<file path="config.mk">
export PLATFORM = sky130hd
export DESIGN_NAME = ghost_collision_ctrl
export DESIGN_NICKNAME = d
export VERILOG_FILES = /design/src/rtl/ghost_collision_ctrl_pkg.sv /design/src/rtl/ghost_collision_ctrl_tile_hit_cmp.sv /design/src/rtl/ghost_collision_ctrl.sv
export SDC_FILE = /design/constraint.sdc
export NUM_CORES = 1
export LEC_CHECK = 0
export CORE_ASPECT_RATIO = 0.7
export CORE_UTILIZATION = 55
export DETAILED_ROUTE_END_ITERATION = 7
export PLACE_DENSITY = 0.81
export SLEW_MARGIN = 10
export SYNTH_ARGS = -nofsm -noshare
export SYNTH_HDL_FRONTEND = slang
export SYNTH_SLANG_ARGS = --single-unit
</file>
<file path="constraint.sdc">
create_clock -name clk -period 2.25 [get_ports clk]
set_input_delay 0.3375 -clock clk [delete_from_list [all_inputs] [get_ports clk]]
set_output_delay 0.3375 -clock clk [all_outputs]
set_load 0.01 [all_outputs]
</file>
<file path="src/rtl/ghost_collision_ctrl_pkg.sv">
// ghost_collision_ctrl_pkg: shared state encodings, tile coordinate widths and helpers.
`ifndef WIDTH_LOG2
`define WIDTH_LOG2 10
`endif
`ifndef HEIGHT_LOG2
`define HEIGHT_LOG2 9
`endif

package ghost_collision_ctrl_pkg;
  localparam int WIDTH_LOG2  = `WIDTH_LOG2;
  localparam int HEIGHT_LOG2 = `HEIGHT_LOG2;

  typedef enum logic [1:0] {
    ST_PLAY = 2'd0,
    ST_HIT  = 2'd1,
    ST_OVER = 2'd2
  } state_t;

  function automatic int id_width(input int n);
    return (n > 1) ? $clog2(n) : 1;
  endfunction
endpackage

</file>
<file path="src/rtl/ghost_collision_ctrl_tile_hit_cmp.sv">
// tile_hit_cmp: flags a catch when a ghost shares the player tile or the two swapped tiles in one step.
module tile_hit_cmp
    import ghost_collision_ctrl_pkg::*;
(
    input  logic [WIDTH_LOG2-1:0]  gx,
    input  logic [HEIGHT_LOG2-1:0] gy,
    input  logic [WIDTH_LOG2-1:0]  px,
    input  logic [HEIGHT_LOG2-1:0] py,
    input  logic [WIDTH_LOG2-1:0]  ppx,
    input  logic [HEIGHT_LOG2-1:0] ppy,
    input  logic [WIDTH_LOG2-1:0]  pgx,
    input  logic [HEIGHT_LOG2-1:0] pgy,
    input  logic                   prev_valid,
    output logic                   hit
);
    logic same, swap;

    always_comb begin
        same = (gx == px) && (gy == py);
        swap = prev_valid && (gx == ppx) && (gy == ppy) && (px == pgx) && (py == pgy);
        hit  = same | swap;
    end
endmodule

</file>
<file path="src/rtl/ghost_collision_ctrl.sv">
// ghost_collision_ctrl: per-step catch detection, lives, freeze/respawn sequencing and game-over hold.
module ghost_collision_ctrl
    import ghost_collision_ctrl_pkg::*;
#(
    parameter int NUM_GHOSTS   = 4,
    parameter int LIVES_INIT   = 3,
    parameter int FREEZE_STEPS = 8,
    localparam int CW = id_width(NUM_GHOSTS)
) (
    input  logic                              clk,
    input  logic                              reset,
    input  logic                              step,
    input  logic                              start,
    input  logic [WIDTH_LOG2-1:0]             player_x,
    input  logic [HEIGHT_LOG2-1:0]            player_y,
    input  logic [NUM_GHOSTS*WIDTH_LOG2-1:0]  ghost_xs,
    input  logic [NUM_GHOSTS*HEIGHT_LOG2-1:0] ghost_ys,
    output logic [1:0]                        lives,
    output logic                              caught,
    output logic [CW-1:0]                     caught_id,
    output logic                              freeze,
    output logic                              respawn,
    output logic                              game_over
);
    state_t                            state, state_n;
    logic [3:0]                        cnt, cnt_n;
    logic [1:0]                        lives_n;
    logic [CW-1:0]                     cid_n, hit_id;
    logic                              caught_n, freeze_n, respawn_n, over_n;
    logic                              prev_valid, pv_n, cap;
    logic [WIDTH_LOG2-1:0]             prev_px;
    logic [HEIGHT_LOG2-1:0]            prev_py;
    logic [NUM_GHOSTS*WIDTH_LOG2-1:0]  prev_gxs;
    logic [NUM_GHOSTS*HEIGHT_LOG2-1:0] prev_gys;
    logic [NUM_GHOSTS-1:0]             hit;

    for (genvar g = 0; g < NUM_GHOSTS; g++) begin : g_cmp
        tile_hit_cmp u_cmp (
            .gx        (ghost_xs[g*WIDTH_LOG2 +: WIDTH_LOG2]),
            .gy        (ghost_ys[g*HEIGHT_LOG2 +: HEIGHT_LOG2]),
            .px        (player_x),
            .py        (player_y),
            .ppx       (prev_px),
            .ppy       (prev_py),
            .pgx       (prev_gxs[g*WIDTH_LOG2 +: WIDTH_LOG2]),
            .pgy       (prev_gys[g*HEIGHT_LOG2 +: HEIGHT_LOG2]),
            .prev_valid(prev_valid),
            .hit       (hit[g])
        );
    end

    // Descending scan so the lowest hitting index wins.
    always_comb begin
        hit_id = '0;
        for (int i = NUM_GHOSTS - 1; i >= 0; i--)
            if (hit[i]) hit_id = CW'(i);
    end

    always_comb begin
        state_n   = state;
        lives_n   = lives;
        cnt_n     = cnt;
        cid_n     = caught_id;
        freeze_n  = freeze;
        over_n    = game_over;
        pv_n      = prev_valid;
        caught_n  = 1'b0;
        respawn_n = 1'b0;
        cap       = 1'b0;
        case (state)
            ST_PLAY: if (step) begin
                cap  = 1'b1;
                pv_n = 1'b1;
                if (|hit) begin
                    caught_n = 1'b1;
                    cid_n    = hit_id;
                    lives_n  = lives - 2'd1;
                    pv_n     = 1'b0;
                    freeze_n = 1'b1;
                    cnt_n    = '0;
                    state_n  = (lives_n == 2'd0) ? ST_OVER : ST_HIT;
                    over_n   = (lives_n == 2'd0);
                end
            end
            ST_HIT: if (step) begin
                if (cnt == 4'(FREEZE_STEPS - 1)) begin
                    state_n   = ST_PLAY;
                    freeze_n  = 1'b0;
                    respawn_n = 1'b1;
                end else begin
                    cnt_n = cnt + 4'd1;
                end
            end
            ST_OVER: if (start) begin
                state_n   = ST_PLAY;
                lives_n   = 2'(LIVES_INIT);
                respawn_n = 1'b1;
                freeze_n  = 1'b0;
                over_n    = 1'b0;
                pv_n      = 1'b0;
            end
            default: state_n = ST_PLAY;
        endcase
    end

    always_ff @(posedge clk or negedge reset) begin
        if (!reset) begin
            state      <= ST_PLAY;
            lives      <= 2'(LIVES_INIT);
            cnt        <= '0;
            caught     <= 1'b0;
            caught_id  <= '0;
            freeze     <= 1'b0;
            respawn    <= 1'b0;
            game_over  <= 1'b0;
            prev_valid <= 1'b0;
            prev_px    <= '0;
            prev_py    <= '0;
            prev_gxs   <= '0;
            prev_gys   <= '0;
        end else begin
            state      <= state_n;
            lives      <= lives_n;
            cnt        <= cnt_n;
            caught     <= caught_n;
            caught_id  <= cid_n;
            freeze     <= freeze_n;
            respawn    <= respawn_n;
            game_over  <= over_n;
            prev_valid <= pv_n;
            if (cap) begin
                prev_px  <= player_x;
                prev_py  <= player_y;
                prev_gxs <= ghost_xs;
                prev_gys <= ghost_ys;
            end
        end
    end
endmodule

</file>
==> impl_metrics.tcl, run 1 <==
set metrics [dict create \
    drc 0 \
    p_leak_nw 4.26 \
    layout_commonest_cell "xnor2_1" \
    violations "setup timing" \
    wirelength_met1_mm 10.6 \
    drtPass1Iterations 6 \
    insertion_delay_ns 0.36 \
    peakVddDrop_uv 587 \
    cts.sinks 110 \
    layout_min_cycle_time_ns 2.61 \
    syn_inst 640 \
    status "complete, but fails checks" \
    arrival_ns 2.91 \
    dr_wl_met3_mm 2.94 \
    avgViaCountPerCell 6.37 \
    htree_levels 3 \
    r2r_end "cnt[3]" \
    antenna_found_initial 0 \
    reg2regPathDepth 11 \
    fp.dieH_um 97.2 \
    synth.distinct_cells 38 \
    grt_max_degree 53 \
    drive_gt1_share_pct 37.3 \
    grt_overflow 0 \
    portBuffers 106 \
    synthXorXnorAreaFrac_pct 28.0 \
    yosys-top-cells-area "dfrtp_1 38%, xnor2_1 25%, mux2_2 15%, nand4_1 4.6%, xor2_1 3.4%" \
    yosys-mux-area-fraction_pct 15.3 \
    tightest_slew_ns 0.778 \
    yosys.area_share.simple_pct 9.52 \
    grt_usage_pct 40.0 \
    synth_top_family_by_area "XOR/XNOR gates" \
    cp.required_ns 2.55 \
    ys_ff_latch 110 \
    synthToLayoutAreaGrowth_pct 44.8 \
    grt_pass1_vias 6810 \
    yosysWarnings 0 \
    fmax_mhz 383 \
    yosysSeqAreaShare_pct 38.7 \
    die_area_mm2 0.0134 \
    worstPathMaxFanout 5 \
    pin_count 107 \
    maxCapViolations 0 \
    post-dp-hpwl_mm 16.6 \
    path_clk_slew_ns 0.08 \
    clockBufferDepth 2 \
    crit_type "reg2reg" \
    place.gp.congestion 1.07 \
    syn_area_mm2 0.00713 \
    rsz0062_at_grt "yes" \
    hold_viol_final 0 \
    num-fill-cells 642 \
    grt_first_pass_wirelength_mm 39.9 \
    root_buffer "clkbuf_16" \
    syn-num-nets 745 \
    cts_inserted_buffers 9 \
    cts_tree "built" \
    fin_crit_sh_pct 116 \
    start_kind "register" \
    synth-compound-area-share_pct 2.09 \
    r2r_slack_ns -0.36 \
    rr_startpoint "prev_py[1]" \
    slew_viol_final 0 \
    start_util_pct 57.0 \
    yosys.area.top_type_share_pct 37.9 \
    routed.top_layer "met4" \
    wl_mm 27.2 \
    skew_ns 0.00965 \
    slew-limit-headroom_pct 47.8 \
    synthAdderAreaFrac_pct 1.05 \
    coreArea_mm2 0.0125 \
    die_w_um 138 \
    wl_met2_mm 12.0 \
    setup_viol 14 \
    final_cell_mix "181 x xnor2_1, 99 x buf_4, 98 x dfrtp_1" \
    hold_path.class "in2async" \
    avgSynthCellArea_um2 11.1 \
    wl_per_cell_um 26.8 \
    vias 6462 \
    antenna_cells 0 \
    critPathCaptureType "register" \
    yosysTopAreaCell "dfrtp_1" \
    first_iter_violations 626 \
    finalPower_mw 10.2 \
    rows 34 \
    power_density_mw_per_mm2 987 \
    ant_nets 0 \
    tns_ns -3.39 \
    fin_ws_ns -0.358 \
    nets 952 \
]
## worst max path at each step
stage / start / endpoint / slack [ns]
3_5_place_dp: player_y[1] / state[0] / -0.63
2_1_floorplan: prev_py[6] / lives[0] / 0.26
3_3_place_gp: player_x[8] / cnt[0] / -0.56
6_report: prev_py[1] / cnt[3] / -0.36
5_1_grt: prev_py[8] / state[0] / -0.35
4_1_cts: prev_py[4] / freeze / -0.04
## timing repair
action,CTS,global route
cloned,3,1
hold buffers,0,0
pin swaps,28,25
setup buffers,35,7
setup endpoints to repair,12,14
hold endpoints to repair,0,0
resized for setup,68,57
## through the flow
stage                     cell area (µm²)  util, %  instances  worst slack, ns  hold slack [ns]
final                               10300     82.5       1014           -0.358          0.00730
after CTS                           10000     79.9       1006          -0.0399           0.0255
after floorplan                      7130        -        640            0.262           0.0419
after detailed placement             9070     72.5        952           -0.632            0.406
after global placement               9070     72.5        952           -0.562            0.384
after global routing                10300     82.5       1014           -0.349           0.0519
## final cells by class
cell class | count | area, µm² | share of cell area [%]
flip-flops and latches | 110 | 2770 | 26.8
clock buffers | 12 | 256 | 2.49
inverters | 9 | 33.8 | 0.328
well taps | 162 | 203 | 1.97
repair buffers | 248 | 2640 | 25.6
multi-input cells | 469 | 4360 | 42.2
clock inverters | 4 | 55.1 | 0.534
## synthesized netlist by cell type
| library cell | n |
|---|---|
| a311o_1 | 1 |
| or3_1 | 1 |
| a32oi_1 | 1 |
| nand2_1 | 11 |
| buf_6 | 14 |
| and2_1 | 2 |
| nor4_1 | 20 |
| a21oi_1 | 3 |
| o21ai_0 | 7 |
| xnor2_1 | 200 |
| nand4_1 | 52 |
| nand4_2 | 1 |
| a31o_2 | 1 |
| buf_4 | 6 |
| mux2_2 | 96 |
| o22ai_1 | 2 |
| inv_1 | 9 |
| nor2b_1 | 2 |
| nor4_2 | 1 |
| o32a_1 | 1 |
| mux2i_1 | 1 |
| xor2_1 | 28 |
| or4b_2 | 1 |
| o31ai_1 | 1 |
| o41ai_1 | 2 |
| clkbuf_1 | 13 |
| buf_2 | 19 |
| a31oi_1 | 3 |
| nor3_1 | 2 |
| ha_1 | 6 |
| dfstp_2 | 2 |
| nand3_1 | 11 |
| dfrtp_1 | 108 |
| o21ai_1 | 1 |
| or4_1 | 2 |
| nor3b_1 | 1 |
| nand2b_1 | 1 |
| nor2_1 | 7 |
## flip-flops by register name (all words and copies together), names as in the netlist, 2 cells and up
register / cells
caught_id: 2
cnt: 4
lives: 2
prev_gxs: 40
prev_gys: 36
prev_px: 10
prev_py: 9
state: 2
## per-layer routing
metal,global-route usage (%),vias to the layer above
li1,-,2618
met1,52.5,3178
met2,61.3,514
met3,8.97,152
met4,22.4,0
met5,0,-
## power by group
part | total [mW] | leakage, nW | internal (mW) | switching [mW]
sequential | 3.74 | 1.29 | 2.81 | 0.935
clock | 1.70 | 0.149 | 0.933 | 0.769
combinational | 4.73 | 2.82 | 2.66 | 2.07
total | 10.2 | 4.26 | 6.41 | 3.77
## worst max-delay path, stage by stage (launching register included)
cell	delay [ns]
dfrtp_1	0.42
buf_12	0.15
buf_4	0.13
xnor2_1	0.20
nand4_1	0.21
nor4_1	0.36
nand4_1	0.21
nand2_2	0.20
nor4_4	0.08
buf_4	0.18
or3_4	0.34
nand3_2	0.07
## cells by family after synthesis
kind of cell             Yosys count
multiplexers                      97
buffers and inverters             61
AND/OR/NAND/NOR                  115
flip-flops                       110
adder cells (fa/ha/maj)            6
AO/OA/AOI/OAI                     23
XOR/XNOR                         228
No activity file was read; power rests on OpenSTA's default activity.
==> run 2, diff against run 1 <==
CORE_ASPECT_RATIO = unset   (was 0.7)
==> run 2 against run 1 <==
Compared with the run above: the flow still finishes with violations (setup timing); core utilization down 2.7 points; first-iteration DRC count down 14%; clock power up 5%; flip-flop and latch count unchanged; largest cell class unchanged; largest power group unchanged.
==> impl_metrics.tcl, run 2 (synthesis results as in run 1) <==
set metrics [dict create \
    portBuffers 106 \
    post-dp-hpwl_mm 15.8 \
    worstPathMaxFanout 7 \
    rsz0062_at_grt "yes" \
    setup_viol 11 \
    place.gp.congestion 0.937 \
    grt_usage_pct 38.0 \
    layout_min_cycle_time_ns 2.34 \
    first_iter_violations 540 \
    hold_path.class "in2async" \
    p_sw_share_pct 37.1 \
    peakVddDrop_uv 497 \
    fp.dieH_um 116 \
    fmax_mhz 427 \
    hold_viol_final 0 \
    grt_first_pass_wirelength_mm 36.4 \
    maxCapViolations 0 \
    grt_overflow 0 \
    regArea_mm2 0.00278 \
    cp.required_ns 2.54 \
    die_area_mm2 0.0134 \
    coreArea_mm2 0.0126 \
    cts_tree "built" \
    p_int_mw 6.35 \
    cts.hold.buffers_added 0 \
    multi_input_area_mm2 0.00430 \
    vias 6193 \
    die_w_um 116 \
    largest_reg_flops 40 \
    rr_startpoint "prev_py[6]" \
    final_cell_mix "181 x xnor2_1, 96 x mux2_2, 90 x dfrtp_1" \
    start_util_pct 56.5 \
    slew-limit-headroom_pct 55.3 \
    placed_cells 945 \
    rows 41 \
    clockBufferDepth 2 \
    p_leak_nw 3.99 \
    crit_type "in2reg" \
    utilization_pct 79.7 \
    slew_viol_final 0 \
    cts_inserted_buffers 9 \
    antenna_found_initial 0 \
    num-fill-cells 761 \
    pwr-share-clk_pct 17.6 \
    ant_nets 0 \
    insertion_delay_ns 0.37 \
    power_density_mw_per_mm2 1000 \
    grt_pass1_vias 6353 \
    drive_gt1_share_pct 35.8 \
    fin_cells 998 \
    tightest_slew_ns 0.666 \
    wl_mm 25.7 \
    violations "setup timing" \
    htree_levels 3 \
    root_buffer "clkbuf_16" \
    nets 926 \
    drtPass1Iterations 5 \
    startpoint "ghost_ys[5]" \
    regMostFlops "prev_gxs" \
    dp_worst_setup_slack_ns -0.675 \
    reg.largest.list "prev_gxs: 40 flops, prev_gys: 36 flops, prev_px: 10 flops" \
    wl_per_cell_um 25.8 \
    path_clk_slew_ns 0.07 \
    antenna_cells 0 \
    cts.sinks 110 \
    design_area_mm2 0.0101 \
    fin_ws_ns -0.0919 \
    skew_ns 0.00869 \
    avgViaCountPerCell 6.21 \
    p_switching_mw 3.75 \
    synthToLayoutAreaGrowth_pct 41.2 \
    grt_max_degree 111 \
    arrival_ns 2.63 \
    status "complete, but fails checks" \
    comb_power_share_pct 44.2 \
    power_frac_seq_pct 38.1 \
    layout_commonest_cell "xnor2_1" \
    critPathCaptureType "register" \
    pin_count 107 \
    fin_crit_sh_pct 104 \
    drc 0 \
    placed_area_mm2 0.00890 \
    start_kind "primary input" \
]
-- run 2: area by class of cell --
| class | instances | share of cell area [%] |
|---|---|---|
| multi-input cells | 469 | 42.7 |
| clock buffers | 10 | 2.28 |
| well taps | 172 | 2.14 |
| inverters | 9 | 0.336 |
| clock inverters | 6 | 0.933 |
| repair buffers | 222 | 24.0 |
| flip-flops and latches | 110 | 27.6 |
-- run 2: final timing paths --
check / to / slack (ns) / cells past startpoint
min reg2reg: lives[1] / 0.52 / 2
max in group asynchronous: prev_py[3] / 1.74 / 2
max reg2reg: cnt[2] / -0.09 / 10
min in group clk: prev_gys[21] / 0.36 / 2
max: lives[0] / -0.09 / 9
min: cnt[3] / 0.06 / 2
-- run 2: power groups by stage --
stage	clock network [mW]	logic, mW	registers [mW]
floorplan	0	2.83	3.21
global placement	0	3.61	3.72
detailed placement	0	3.74	3.78
CTS	1.77	3.99	3.78
global route	1.86	4.69	3.89
finish	1.78	4.47	3.85
-- run 2: layer usage --
metal | global-route usage (%) | wire, µm | part of all wire (%)
met3 | 7.58 | 2560 | 10
met5 | 0 | 0 | 0
met2 | 61.0 | 12000 | 47
met1 | 45.9 | 9060 | 35
met4 | 26.7 | 2120 | 8.2
-- run 2: critical path: stages --
cell	delay, ns
clkdlybuf4s50_1	0.56
xnor2_1	0.32
nand4_1	0.15
nor4_2	0.31
nand4_1	0.19
nand2_2	0.15
nor4_4	0.07
nor2b_2	0.18
mux2_2	0.37
-- run 2: timing repair --
| action | in CTS | in global routing |
|---|---|---|
| setup buffers | 25 | 8 |
| gates resized for setup | 72 | 40 |
| endpoints found under the hold margin | 0 | 0 |
| pin swaps | 30 | 24 |
| endpoints found under the setup margin | 11 | 13 |
| gates cloned | 5 | 0 |
-- run 2: metrics by stage --
step                       TNS [ns]  power, mW  hold slack, ns
after CTS                 -0.000560       9.54          0.0858
after global routing          -1.71       10.4           0.100
after detailed placement      -7.69       7.52           0.472
after floorplan                   0       6.05          0.0419
final                        -0.507       10.1          0.0556
after global placement        -6.96       7.33           0.468
